$ cat config.mk
export PLATFORM = sky130hd
export DESIGN_NAME = gate_sequencer
export DESIGN_NICKNAME = d
export VERILOG_FILES = /design/src/rtl/gate_sequencer.sv
export SDC_FILE = /design/constraint.sdc
export NUM_CORES = 1
export LEC_CHECK = 0
export BUFFER_PORTS_ARGS = -buffer_cell sky130_fd_sc_hd__buf_2
export CELL_PAD_IN_SITES_DETAIL_PLACEMENT = 1
export CELL_PAD_IN_SITES_GLOBAL_PLACEMENT = 1
export CORE_MARGIN = 2
export CORE_UTILIZATION = 47
export CTS_CLUSTER_DIAMETER = 150
export DETAILED_ROUTE_END_ITERATION = 8
export GPL_TIMING_DRIVEN = 0
export HOLD_SLACK_MARGIN = 0.03
export PLACE_DENSITY = 0.8
export SYNTH_ARGS = -nofsm -noshare
export SYNTH_HDL_FRONTEND = slang
export SYNTH_SLANG_ARGS = --single-unit
$ cat constraint.sdc
create_clock -name clk -period 3.9 [get_ports clk]
set_input_delay 0.195 -clock clk [delete_from_list [all_inputs] [get_ports clk]]
set_output_delay 0.195 -clock clk [all_outputs]
set_load 0.03 [all_outputs]
$ cat src/rtl/gate_sequencer.sv
// Lane barrier motor sequencer: limit-switch homing, obstruction reversal, dead time, travel timeout.
// Moore outputs, one cycle from sampled input to output; no backpressure, commands are level/pulse inputs.
module gate_sequencer #(
    parameter int MOVE_TIMEOUT = 1000,
    parameter int DEAD_CYCLES  = 16,
    parameter int TW           = 16
) (
    input  logic clk,
    input  logic reset_n,
    input  logic up_req,
    input  logic down_req,
    input  logic limit_top,
    input  logic limit_bot,
    input  logic obstruct,
    input  logic clr_fault,
    output logic motor_up,
    output logic motor_down,
    output logic gate_open,
    output logic gate_closed,
    output logic fault
);

    typedef enum logic [2:0] {
        ST_INIT,
        ST_CLOSED,
        ST_OPENING,
        ST_OPEN,
        ST_CLOSING,
        ST_REVERSE,
        ST_FAULT
    } state_t;

    localparam logic [TW-1:0] MOVE_LAST = TW'(MOVE_TIMEOUT - 1);
    localparam logic [TW-1:0] DEAD_LAST = TW'(DEAD_CYCLES - 1);

    state_t          state_q, state_d;
    logic [TW-1:0]   timer_q, timer_d;
    logic            close_pend_q, close_pend_d;

    always_ff @(posedge clk) begin
        if (!reset_n) begin
            state_q      <= ST_INIT;
            timer_q      <= '0;
            close_pend_q <= 1'b0;
        end else begin
            state_q      <= state_d;
            timer_q      <= timer_d;
            close_pend_q <= close_pend_d;
        end
    end

    always_comb begin
        state_d      = state_q;
        close_pend_d = close_pend_q;
        if (state_q != ST_FAULT && limit_top && limit_bot) begin
            state_d = ST_FAULT;
        end else begin
            case (state_q)
                ST_INIT: begin
                    if (obstruct)       state_d = ST_INIT;
                    else if (limit_bot) state_d = ST_CLOSED;
                    else                state_d = ST_CLOSING;
                end
                ST_CLOSED: begin
                    if (up_req) state_d = ST_OPENING;
                end
                ST_OPENING: begin
                    if (limit_top)                 state_d = ST_OPEN;
                    else if (timer_q == MOVE_LAST) state_d = ST_FAULT;
                    if (up_req)        close_pend_d = 1'b0;
                    else if (down_req) close_pend_d = 1'b1;
                end
                ST_OPEN: begin
                    if (up_req) begin
                        close_pend_d = 1'b0;
                    end else if (obstruct) begin
                        // Hold the close request until the lane is clear.
                        close_pend_d = close_pend_q | down_req;
                    end else if (down_req || close_pend_q) begin
                        state_d      = ST_CLOSING;
                        close_pend_d = 1'b0;
                    end
                end
                ST_CLOSING: begin
                    if (limit_bot) begin
                        state_d = ST_CLOSED;
                    end else if (up_req) begin
                        state_d      = ST_REVERSE;
                        close_pend_d = 1'b0;
                    end else if (obstruct) begin
                        state_d      = ST_REVERSE;
                        close_pend_d = 1'b1;
                    end else if (timer_q == MOVE_LAST) begin
                        state_d = ST_FAULT;
                    end
                end
                ST_REVERSE: begin
                    if (timer_q == DEAD_LAST) state_d = ST_OPENING;
                    if (up_req)        close_pend_d = 1'b0;
                    else if (down_req) close_pend_d = 1'b1;
                end
                ST_FAULT: begin
                    close_pend_d = 1'b0;
                    if (clr_fault) state_d = ST_INIT;
                end
                default: state_d = ST_INIT;
            endcase
        end
    end

    // Timer measures time spent in the current state; it saturates so a stalled travel never wraps.
    always_comb begin
        timer_d = timer_q;
        if (state_d != state_q) begin
            timer_d = '0;
        end else if ((state_q == ST_OPENING || state_q == ST_CLOSING || state_q == ST_REVERSE)
                     && timer_q != '1) begin
            timer_d = timer_q + 1'b1;
        end
    end

    always_comb begin
        motor_up    = 1'b0;
        motor_down  = 1'b0;
        gate_open   = 1'b0;
        gate_closed = 1'b0;
        fault       = 1'b0;
        case (state_q)
            ST_OPENING: motor_up    = 1'b1;
            ST_CLOSING: motor_down  = 1'b1;
            ST_OPEN:    gate_open   = 1'b1;
            ST_CLOSED:  gate_closed = 1'b1;
            ST_FAULT:   fault       = 1'b1;
            default:    ;
        endcase
    end

endmodule
==> run summary, run 1 <==
The run finished with clean final reports. Once placement finished, the instance area stood at 1540 um^2. The wire length after detailed routing is about 3800 um. The timing-limited maximum frequency is ~440 MHz. The min-delay analysis places its worst path in the category input pin to flip-flop.

The max-capacitance violation count is 0. The worst setup path is captured at a flip-flop. The CTS tree is yes. The register clock-pin slew on the reported worst setup and hold paths came out at 0.12 ns. The share of the synthesized area in the top cell type is between 20% and 30%. The first-pass GRT wire length is ~6500 um. The number of gates resized after CTS was 0. The final total negative setup slack is 0 ns.

After synthesis, the mean cell area works out to 8.32 um^2. The total count of max-transition violations in the final report is 0. The power density normalized to cell area came out at between 200 and 300 nW/um^2. The cts-stage hold buffer count is 0. The detail route stage leaves a number of antenna-violating nets equal to 0. The via count of the first global-routing pass came to about 1400. dfxtp_1 takes more of the synthesized area than any other cell. The number of clock sinks came out at 20. The worst-margin pin slew came out at approximately 0.7 ns. The leading cell type in the layout, fill and taps excluded is dfxtp_1.

Leaving out fill and tap cells, the most frequent cells in the layout are dfxtp_1 (20), nor2_1 (16), buf_2 (14). The worst-case IR drop observed on VDD is around 0.17 mV. The worst setup path is launched from a flip-flop. Detailed placement finished with a half-perimeter wire length of a little under 3000 um. The first-pass detailed-route iteration total is 4. The maximum number of pins on one net before global-route repair is 11. The post-route clock period utilization came out at around 58%. Once layout is done, the placed cells without fillers occupy ~1600 um^2. By startpoint and endpoint, the worst setup path is classified as flip-flop to flip-flop.

The number of setup violations in the final report came out at 0. The buffer count from post-CTS setup fixing came out at 0. Data arrives at the worst endpoint at 2.45 ns. The routability congestion estimate came out at about 0.89. The remaining global-route overflow is 0. The clock insertion delay at the later pin of the skew report came out at 0.30 ns. Dividing the detail-routed via count by the number of cells gives about 6.3. The area growth from synthesis to layout came out at 8.60%.

The number of enable-type register cells in the synthesized netlist came out at 0. The cell count after synthesis came out at between 150 and 200. The worst path needs 2.25 ns of the cycle, external delays included. The clock tree skew after final layout is between 0.006 and 0.007 ns. In this run the number of H-tree levels came out at 1.

The count of final hold-check violations came out at 0. The via count of the routed design came out at 1384. In this run, CTS created clock tree buffers numbering 3.

Setup repair after global routing left no endpoint under its margin. The number of warning messages in the yosys log came out at 0. The post-synth net total came out at around 180. The die is 59.4 um tall. The antenna diode instance count came out at 0. The headroom to the max-slew limit came out at 53.9%.

In the routed design, unresolved DRC markers number 0. The floorplan has 20 rows. The critical path data required time is just over 4 ns. The largest fanout on the critical path came out at 10.

The floorplan step defined a die boundary enclosing 3520 um^2. The number of buffers on the longest clock path is 2. The chip width came out at 59.4 um. The most used flip-flop cell after synthesis is dfxtp_1. The initial utilization of the core area, before any placement, comes to roughly half. The final layout net count is a little under 200. In the global route stage, overall resource usage came out at 24.3%.

The number of primary I/O pins came out at 13. The area of the mapped netlist is between 1000 and 1500 um^2. Setup slack on the worst reg-to-reg path comes out at between 1.5 and 2 ns. The unique cell type count in the Yosys netlist came out at between 50 and 60. In this run the static leakage power is roughly 0.55 nW. Cells with a size suffix above 1 make up approximately 22% of the layout. The detailed router's first-iteration violation count came out at 94.

Ranked by total cell area, the synthesized netlist is headed by dfxtp_1 (28%), xor2_1 (4.9%), nor2_2 (4.3%), xnor2_1 (4.3%), nor2_1 (4.2%). CTS placed an instance of clkbuf_4 at the clock tree root. The number of antenna violations at the first check in global routing is 0. After detailed routing, the average wire length per cell comes to ~17 um. The number of buffers added on ports came out at 12.

The synthesized design contains 20 register bits. The area of the core region came out at roughly 3000 um^2. The fraction of synthesis flops using an asynchronous set or reset pin is 0%. The sequential element share of the synthesized area is between 20% and 30%.
[worst paths after layout]
kind                start      endpoint  cells past startpoint
max            timer_q[0]    timer_q[9]                      8
min                up_req  close_pend_q                      3
max reg2reg    timer_q[0]    timer_q[9]                      8
min reg2reg  close_pend_q  close_pend_q                      2
[power by group]
part	internal, W	switching, W	total [W]	leakage (nW)
Combinational	0.0000518	0.0000867	0.000139	0.376
Sequential	0.000209	0.00000622	0.000215	0.162
Clock	0.0000360	0.0000637	0.0000997	0.0138
[Yosys cell counts (2+ instances only)]
library cell / count
a21oi_1: 7
a221oi_1: 2
and2_1: 2
and3_1: 3
and4_1: 2
buf_2: 2
buf_4: 2
clkbuf_1: 2
dfxtp_1: 20
inv_1: 6
nand2_1: 13
nand2b_1: 3
nand3_1: 5
nand4_1: 9
nor2_1: 16
nor2_2: 10
nor3_1: 6
nor3b_1: 3
nor4_1: 2
o2111ai_1: 2
o21ai_0: 7
o221a_2: 2
o31ai_1: 2
xnor2_1: 7
xor2_1: 8
[per-layer routing]
| layer | part of all wire (%) | up-vias | GRT usage (%) |
|---|---|---|---|
| met4 | 1.4 | 0 | 7.79 |
| met3 | 2.8 | 7 | 3.71 |
| met2 | 53 | 23 | 45.1 |
| met1 | 43 | 683 | 28.0 |
| met5 | 0 | - | 0 |
| li1 | - | 671 | - |
[kinds of logic (layout without fill, tap and decap cells)]
kind of cell | count (synthesis) | in the layout | synth area share [%]
buffers and inverters | 13 | 28 | 4.60
adders and majority gates | 1 | 1 | 0.869
xor gates and xnor gates | 15 | 15 | 9.12
AOI/OAI and AO/OA | 35 | 35 | 19.6
DFF | 20 | 20 | 27.8
muxes | 1 | 1 | 0.782
and+or+nand+nor | 88 | 88 | 37.2
[state kept, by name, indices dropped and copies added (netlist names)]
signal and flops:
state_q 3, close_pend_q 1, timer_q 16
[critical path, stage by stage, from the launching register on]
cell and delay (ns):
dfxtp_1 0.42, ha_1 0.25, nor4b_1 0.30, nand4_1 0.22, a32oi_1 0.42, a221oi_4 0.12
o211ai_4 0.16, buf_6 0.22, nor2_2 0.05
[metrics by stage]
stage | total power [W] | util (%) | instances | hold slack, ns | setup slack [ns]
floorplan | 0.000323 | - | 173 | 0.356 | 1.92
global placement | 0.000353 | 51.8 | 218 | 0.464 | 1.72
detailed placement | 0.000357 | 51.8 | 218 | 0.480 | 1.69
CTS | 0.000457 | 52.5 | 221 | 0.227 | 1.63
global route | 0.000482 | 52.5 | 221 | 0.231 | 1.43
finish | 0.000453 | 52.5 | 221 | 0.234 | 1.65
[final cells by class]
class	count	area (um^2)
sequential	20	400
multi-input combinational	140	973
clock buffer	3	22.5
inverter	6	22.5
tap	33	41.3
timing repair buffer	12	60.1
fill	380	1410
buffer	7	43.8
No activity file was read; power rests on OpenSTA's default activity.
==> run 2: changes to the inputs <==
CORE_UTILIZATION = 44   (was 47)
PLACE_DENSITY = 0.75   (was 0.8)
clock period = 2.3 ns   (was 3.9 ns; I/O delays follow)
==> run 2 against run 1 <==
Via count is 0.22% higher. Cell area is 3.3% higher. Clock power is 110% higher. Power is 81% higher. Global-route usage is 0.61 points lower. Non-clock buffer count stayed put. Critical path depth is 1 lower. Cell count is 5.4% higher. Largest power group unchanged.
==> run summary, run 2 (synthesis gave the netlist of run 1 again) <==
The power density normalized to cell area came to 507 nW/um^2 (+75%). The clock insertion delay at the later pin of the skew report is 0.30 ns (about the same). The aggregate global-route resource usage is 23.7% (-0.61 points).

The antenna violation net count after detailed routing is 0 (unchanged). The post-route clock period utilization came out at 94.6% (+37 points). By instance count, the cell type seen most on the critical path is nor2_1.

The cts-stage hold buffer count came to 0 (unchanged). The wire length after detailed routing is 3970 um (+4.5%). The CTS tree is yes. Clock tree synthesis selected as its root buffer the cell clkbuf_4. The critical path is of the flip-flop to flip-flop type. The worst setup path is captured at a flip-flop. The largest fanout on the critical path is 10 (unchanged).

The arrival time reported for the critical path endpoint is 2.37 ns (-0.08 ns). The area growth from synthesis to layout is 12.2%. The register clock-pin slew on the reported worst setup and hold paths came out at 0.12 ns (about the same). The antenna diode instance count is 0 (unchanged). Broken down by cell family, the worst path's largest delay share belongs to simple AND/OR/NAND/NOR gates. On the critical path, the stage with the largest delay is an instance of a311oi_1. The number of H-tree branching levels is 1 (unchanged).

The area of the core region was 3080 um^2 (+3.4%). The flow ran to the end, and the final reports show no timing, DRC or antenna violations. Setup repair after global routing left no endpoint under its margin. The final total negative setup slack was 0 ns (unchanged). The static power due to leakage is 0.565 nW (+2.4%). The floorplan row count came out at 20 (unchanged).

The headroom to the max-slew limit is 55.3% (+1.4 points). The number of setup violations in the final report came to 0 (unchanged). The die area came out at 3750 um^2 (+6.3%). The first-pass detailed-route iteration total came out at 4 (unchanged). The count of cells along the worst register-to-register path is 7 (-1). The maximum number of pins on one net before global-route repair is 12 (+1). The met2 wirelength from detailed routing is 1820 um (-9.3%).

The maximum resistive drop on vdd came out at 0.257 mV (+50%). The total of fill cells in the finished design is 399 (+5.0%). In this run the critical register-to-register path is captured at timer_q[14]. The CTS buffer count came out at 3 (unchanged).

The library cells used most frequently in the layout, excluding fill and tap cells, are dfxtp_1 (20), nor2_1 (16), buf_2 (14). The starting density of the core came out at 46.8% (-1.6 points). The routability congestion estimate is 0.927 (+4.7%).

The number of clock sinks is 20 (unchanged). The remaining global-route overflow is 0 (unchanged). The routed wire length per instance was 17.1 um (-0.91%). The share of the core filled with cells is 52.5% (about the same).

The startpoint identified for the worst hold timing path is up_req. The via count of the first global-routing pass is 1362 (-4.8%). The count of final hold-check violations was 0 (unchanged). The highest routed metal layer is met4. The detailed router's first-iteration violation count is 105 (+12%). The largest registers in the layout are timer_q x16, state_q x3, close_pend_q x1. The worst setup path is launched from a flip-flop. The internal reg-to-reg setup slack is 0.12 ns (-1.52 ns).

The final layout net count is 199 (unchanged). The delay of the slowest critical-path stage came to 0.56 ns (+0.14 ns). Walking the worst path, the cells encountered are buf_4, and2b_2, nor2_1, a311oi_1, nand4_1, xor2_1, nor2_1. The via count normalized by instance count is 5.95 (-4.9%). The share of final-layout standard cells stronger than drive strength 1 was 25.4% (+3.1 points). The clock tree skew after final layout came to 0.00207 ns (-0.00470 ns). The buffers plus inverters on the worst setup path was 1 (unchanged). The flip-flop count of the largest register, all copies and words added was 16 (unchanged). The time the worst path needs with I/O delays and setup is 2.18 ns (-0.0770 ns). The number of antenna violations at the first check in global routing is 0 (unchanged). In this run the worst hold path is classified as input pin to flip-flop. The worst-margin pin slew came to 0.666 ns (-0.0214 ns). The remaining design rule violation count is 0 (unchanged). In this run the critical register-to-register path is launched from state_q[2]. The via count of the routed design came to 1387 (+0.22%). The critical path data required time came out at 2.50 ns (-1.60 ns). The post-route met1 wirelength came out at 1980 um (+21%). For hold timing, the worst endpoint is close_pend_q. The number of buffers added on ports came out at 12 (unchanged).

Leaving out fill and tap cells, the most frequent cell in the layout is dfxtp_1. The HPWL after detailed placement was 3020 um (+1.7%). The met3 wirelength from detailed routing is 156 um (+47%). The chip width was 61.2 um (+3.1%). The timing-limited maximum frequency is 459 MHz (+3.5%). The total count of max-transition violations in the final report came out at 0 (unchanged). The first-pass GRT wire length came out at 6680 um (+2.5%).

The number of instances on the worst hold path is 3 (unchanged). The number of buffers on the longest clock path is 2 (unchanged). The max-capacitance violation count is 0 (unchanged). The vertical die dimension is 61.2 um (+3.1%). The number of cells on the critical path is 7 (-1).

The number of primary I/O pins is 13 (unchanged). The register with the most flip-flops is timer_q.
==> run 2: cell types whose count changed in the layout (fill, tap and decap cells not counted), sizes merged <==
| cell | change |
|---|---|
| clkbuf | +1 |
==> run 2: report_power, final <==
group	total [W]	leakage (nW)	internal [W]	switching (W)
logic	0.000244	0.382	0.0000909	0.000154
clock network	0.000210	0.0210	0.0000965	0.000113
registers	0.000365	0.162	0.000354	0.0000113
total	0.000819	0.565	0.000541	0.000278
==> run 2: metal layers <==
layer / vias to the layer above / track usage (%)
met4: 0 / 2.80
met2: 31 / 36.3
li1: 674 / -
met5: - / 0
met1: 680 / 36.6
met3: 2 / 2.52
==> run 2: tightest hold or removal path, stage by stage <==
cell and delay, ns:
buf_2 0.14, or3_1 0.12, a21oi_1 0.06
==> run 2: area by class of cell <==
type / instances / area (um^2) / area share [%]
inverters: 6 / 22.5 / 1.39
clock buffers: 4 / 36.3 / 2.25
multi-input cells: 140 / 996 / 61.7
well taps: 44 / 55.1 / 3.41
flip-flops and latches: 20 / 400 / 24.8
repair buffers: 12 / 60.1 / 3.72
plain buffers: 7 / 45.0 / 2.79
==> run 2: per-stage QoR <==
stage	instance area (um^2)	cells	power, W	setup WS (ns)	hold WS [ns]
after floorplan	1440	173	0.000547	0.321	0.276
after global placement	1560	229	0.000603	0.110	0.460
after detailed placement	1560	229	0.000607	0.0899	0.485
after CTS	1600	233	0.000817	0.0849	0.161
after global routing	1620	233	0.000861	0.0227	0.176
final	1620	233	0.000819	0.124	0.168
==> run 2: worst max-delay path by stage <==
stage,slack (ns),startpoint,end
finish,0.12,state_q[2],timer_q[14]
global route,0.02,state_q[2],timer_q[14]
CTS,0.08,timer_q[0],timer_q[4]
detailed placement,0.09,timer_q[0],timer_q[4]
global placement,0.11,timer_q[0],timer_q[4]
floorplan,0.32,state_q[2],timer_q[5]
==> run 2: repair_timing <==
action / CTS / global route
endpoints found under the hold margin: 0 / 0
gates resized for setup: 1 / 5
pin swaps: 0 / 2
setup buffers: 0 / 0
endpoints found under the setup margin: 1 / 10
==> run 3: changes to the inputs <==
CORE_ASPECT_RATIO = 1.2   (was default)
SLEW_MARGIN = 20   (was default)
==> run 3 against run 2 <==
Sequential power about the same. Non-clock buffer count rose by 2. Register-to-register slack gained 0.03 ns. Via count rose by 1.6%. Sequential share of layout area is essentially flat. Worst setup slack better by 0.027 ns. Clock-buffer cell count stayed put. Critical path type unchanged. Highest routed layer unchanged.
==> run summary, run 3 (synthesis gave the netlist of run 1 again) <==
The flow ran to the end, and the final reports show no timing, DRC or antenna violations. The sequential standard cell area is 400 um^2 (unchanged). The arrival time reported for the critical path endpoint was 2.36 ns (about the same). The total count of max-transition violations in the final report came to 0 (unchanged). The largest registers in the layout are timer_q x16, state_q x3, close_pend_q x1. The met1 track demand over resource in global routing came out at 23.4% (-13 points).

In this run the critical register-to-register path is captured at timer_q[4]. The count of cells along the worst register-to-register path came out at 7 (unchanged). The clock tree skew after final layout is 0.00269 ns (+0.000620 ns). The vertical die dimension was 66.7 um (+8.9%). The wire length after detailed routing is 4130 um (+3.9%). The routing usage on met2 is 49.3% (+13 points). The critical path in this run is classified as flip-flop to flip-flop. The largest fanout on the critical path came to 5 (-5). The timing-limited maximum frequency is 465 MHz (+1.3%). The time the worst path needs with I/O delays and setup is 2.15 ns (-0.0272 ns). The final critical-path setup slack is 0.151 ns (+0.0272 ns). The worst slack on hold paths came to 0.171 ns (+0.00296 ns). The maximum number of pins on one net before global-route repair came out at 12 (unchanged). The library cell used most frequently in the layout, excluding fill and tap cells, is dfxtp_1. The number of buffers added on ports is 12 (unchanged). The antenna violation net count after detailed routing is 0 (unchanged).

The via count normalized by instance count came to 6.21 (+4.3%). The number of setup violations in the final report came out at 0 (unchanged). The global routing stage identified its most utilized layer as met2. The worst hold path begins at up_req.

In this run the critical register-to-register path is launched from timer_q[0]. The multi-input logic area is 993 um^2 (-0.25%). The cell sitting at the root of the clock tree is a clkbuf_4.

The worst-margin pin slew is 0.478 ns (-0.188 ns). The first-pass GRT wire length came out at 6840 um (+2.5%). The area growth from synthesis to layout came out at 12.3% (about the same). The flip-flop count of the largest register, all copies and words added is 16 (unchanged). The critical path data required time came out at 2.51 ns (about the same).

The number of antenna violations at the first check in global routing is 0 (unchanged). The minimum setup slack after placement came out at 0.0655 ns (-0.0244 ns). The number of buffers on the longest clock path was 2 (unchanged).

The overall power after layout was 0.000821 W (+0.18%). The chip width is 56.2 um (-8.1%). The via count of the first global-routing pass came to 1462 (+7.3%). The remaining design rule violation count is 0 (unchanged). The antenna diode instance count is 0 (unchanged). The number of H-tree branching levels came out at 1 (unchanged).

The total of fill cells in the finished design came to 399 (unchanged). The remaining global-route overflow was 0 (unchanged). The floorplan row count came out at 22 (+10%). The met3 capacity usage during global routing is 2.52% (+0.0033 points). The maximum resistive drop on vdd is 0.307 mV (+19%). The static power due to leakage is 0.571 nW (+1.1%). The cts-stage hold buffer count came out at 0 (unchanged). The headroom to the max-slew limit is 68.1% (+13 points). The routability congestion estimate came out at 0.872 (-6.0%). The aggregate global-route resource usage came out at 23.5% (-0.17 points). The count of final hold-check violations came out at 0 (unchanged).

The power density normalized to cell area came out at 508 nW/um^2 (+0.10%). The number of instances on the worst hold path was 3 (unchanged). The die area is 3750 um^2 (about the same). The detailed router's first-iteration violation count is 59 (-44%). The tightest min-delay check is of the input pin to flip-flop type. The final layout net count came to 201 (+1.0%). The element type at the critical path start is a flip-flop. TritonCTS built the clock tree.

STA classifies the critical path endpoint as a flip-flop. The via count of the routed design is 1409 (+1.6%). The starting density of the core came to 46.7% (-0.076 points). Leaving out fill and tap cells, the most frequent cells in the layout are dfxtp_1 (20), nor2_1 (16), buf_2 (14). The CTS buffer count came out at 3 (unchanged). The first-pass detailed-route iteration total is 4 (unchanged). The HPWL after detailed placement is 3120 um (+3.4%). The max-capacitance violation count came out at 0 (unchanged). The register clock-pin slew on the reported worst setup and hold paths is 0.11 ns (about the same). The number of primary I/O pins is 13 (unchanged). The number of clock sinks is 20 (unchanged).

The share of final-layout standard cells stronger than drive strength 1 was 25.1% (-0.27 points). The routed wire length per instance was 18.2 um (+6.7%). The internal reg-to-reg setup slack came out at 0.15 ns (+0.03 ns). The area of the core region is 3080 um^2 (+0.16%). The clock insertion delay at the later pin of the skew report is 0.31 ns (about the same). The path with the worst hold slack has its endpoint at close_pend_q. The register with the most flip-flops in the final layout is timer_q. The post-route clock period utilization came out at 93.4% (-1.2 points).
==> run 3: worst max-delay path, cell delays in order, from the launching register on <==
cell	delay [ns]
dfxtp_1	0.41
ha_1	0.27
nand3_1	0.16
nor4_1	0.45
and2_1	0.33
nor3_1	0.11
xnor2_1	0.26
nor2_2	0.05
==> run 3: area by class of cell <==
| type | instances | area share, % |
|---|---|---|
| Clock buffer | 4 | 2.24 |
| Buffer | 7 | 2.71 |
| Sequential cell | 20 | 24.8 |
| Tap cell | 36 | 2.79 |
| Inverter | 6 | 1.39 |
| Timing Repair Buffer | 14 | 4.64 |
| Multi-Input combinational cell | 140 | 61.5 |
==> run 3: timing repair <==
| action | 4_1_cts | 5_1_grt |
|---|---|---|
| buffers inserted | 0 | 2 |
| resized for setup | 0 | 3 |
| setup endpoints to repair | 0 | 14 |
==> run 3: worst max path at each step <==
stage                     startpoint          to  slack (ns)
after floorplan           state_q[2]  timer_q[5]        0.32
after global placement    timer_q[0]  timer_q[5]        0.12
after detailed placement  timer_q[0]  timer_q[3]        0.07
after CTS                 timer_q[0]  timer_q[4]        0.03
after global routing      timer_q[5]  timer_q[4]       -0.04
final                     timer_q[0]  timer_q[4]        0.15
==> run 3: through the flow <==
step                std cells  area, um^2  util, %  TNS (ns)
floorplan                 173        1440        -         0
global placement          221        1550     50.1         0
detailed placement        221        1550     50.1         0
CTS                       225        1580     51.3         0
global route              227        1620     52.4   -0.0556
finish                    227        1620     52.4         0
==> run 3: report_power, final <==
group	leakage, nW	switching (W)	internal (W)
Combinational	0.388	0.000154	0.0000945
Clock	0.0210	0.000112	0.0000967
Sequential	0.162	0.0000105	0.000354
==> run 3: metal layers <==
layer,vias to the layer above,wire [um]
li1,680,-
met1,707,1650
met2,16,2390
met3,6,46
met4,0,53
met5,-,0
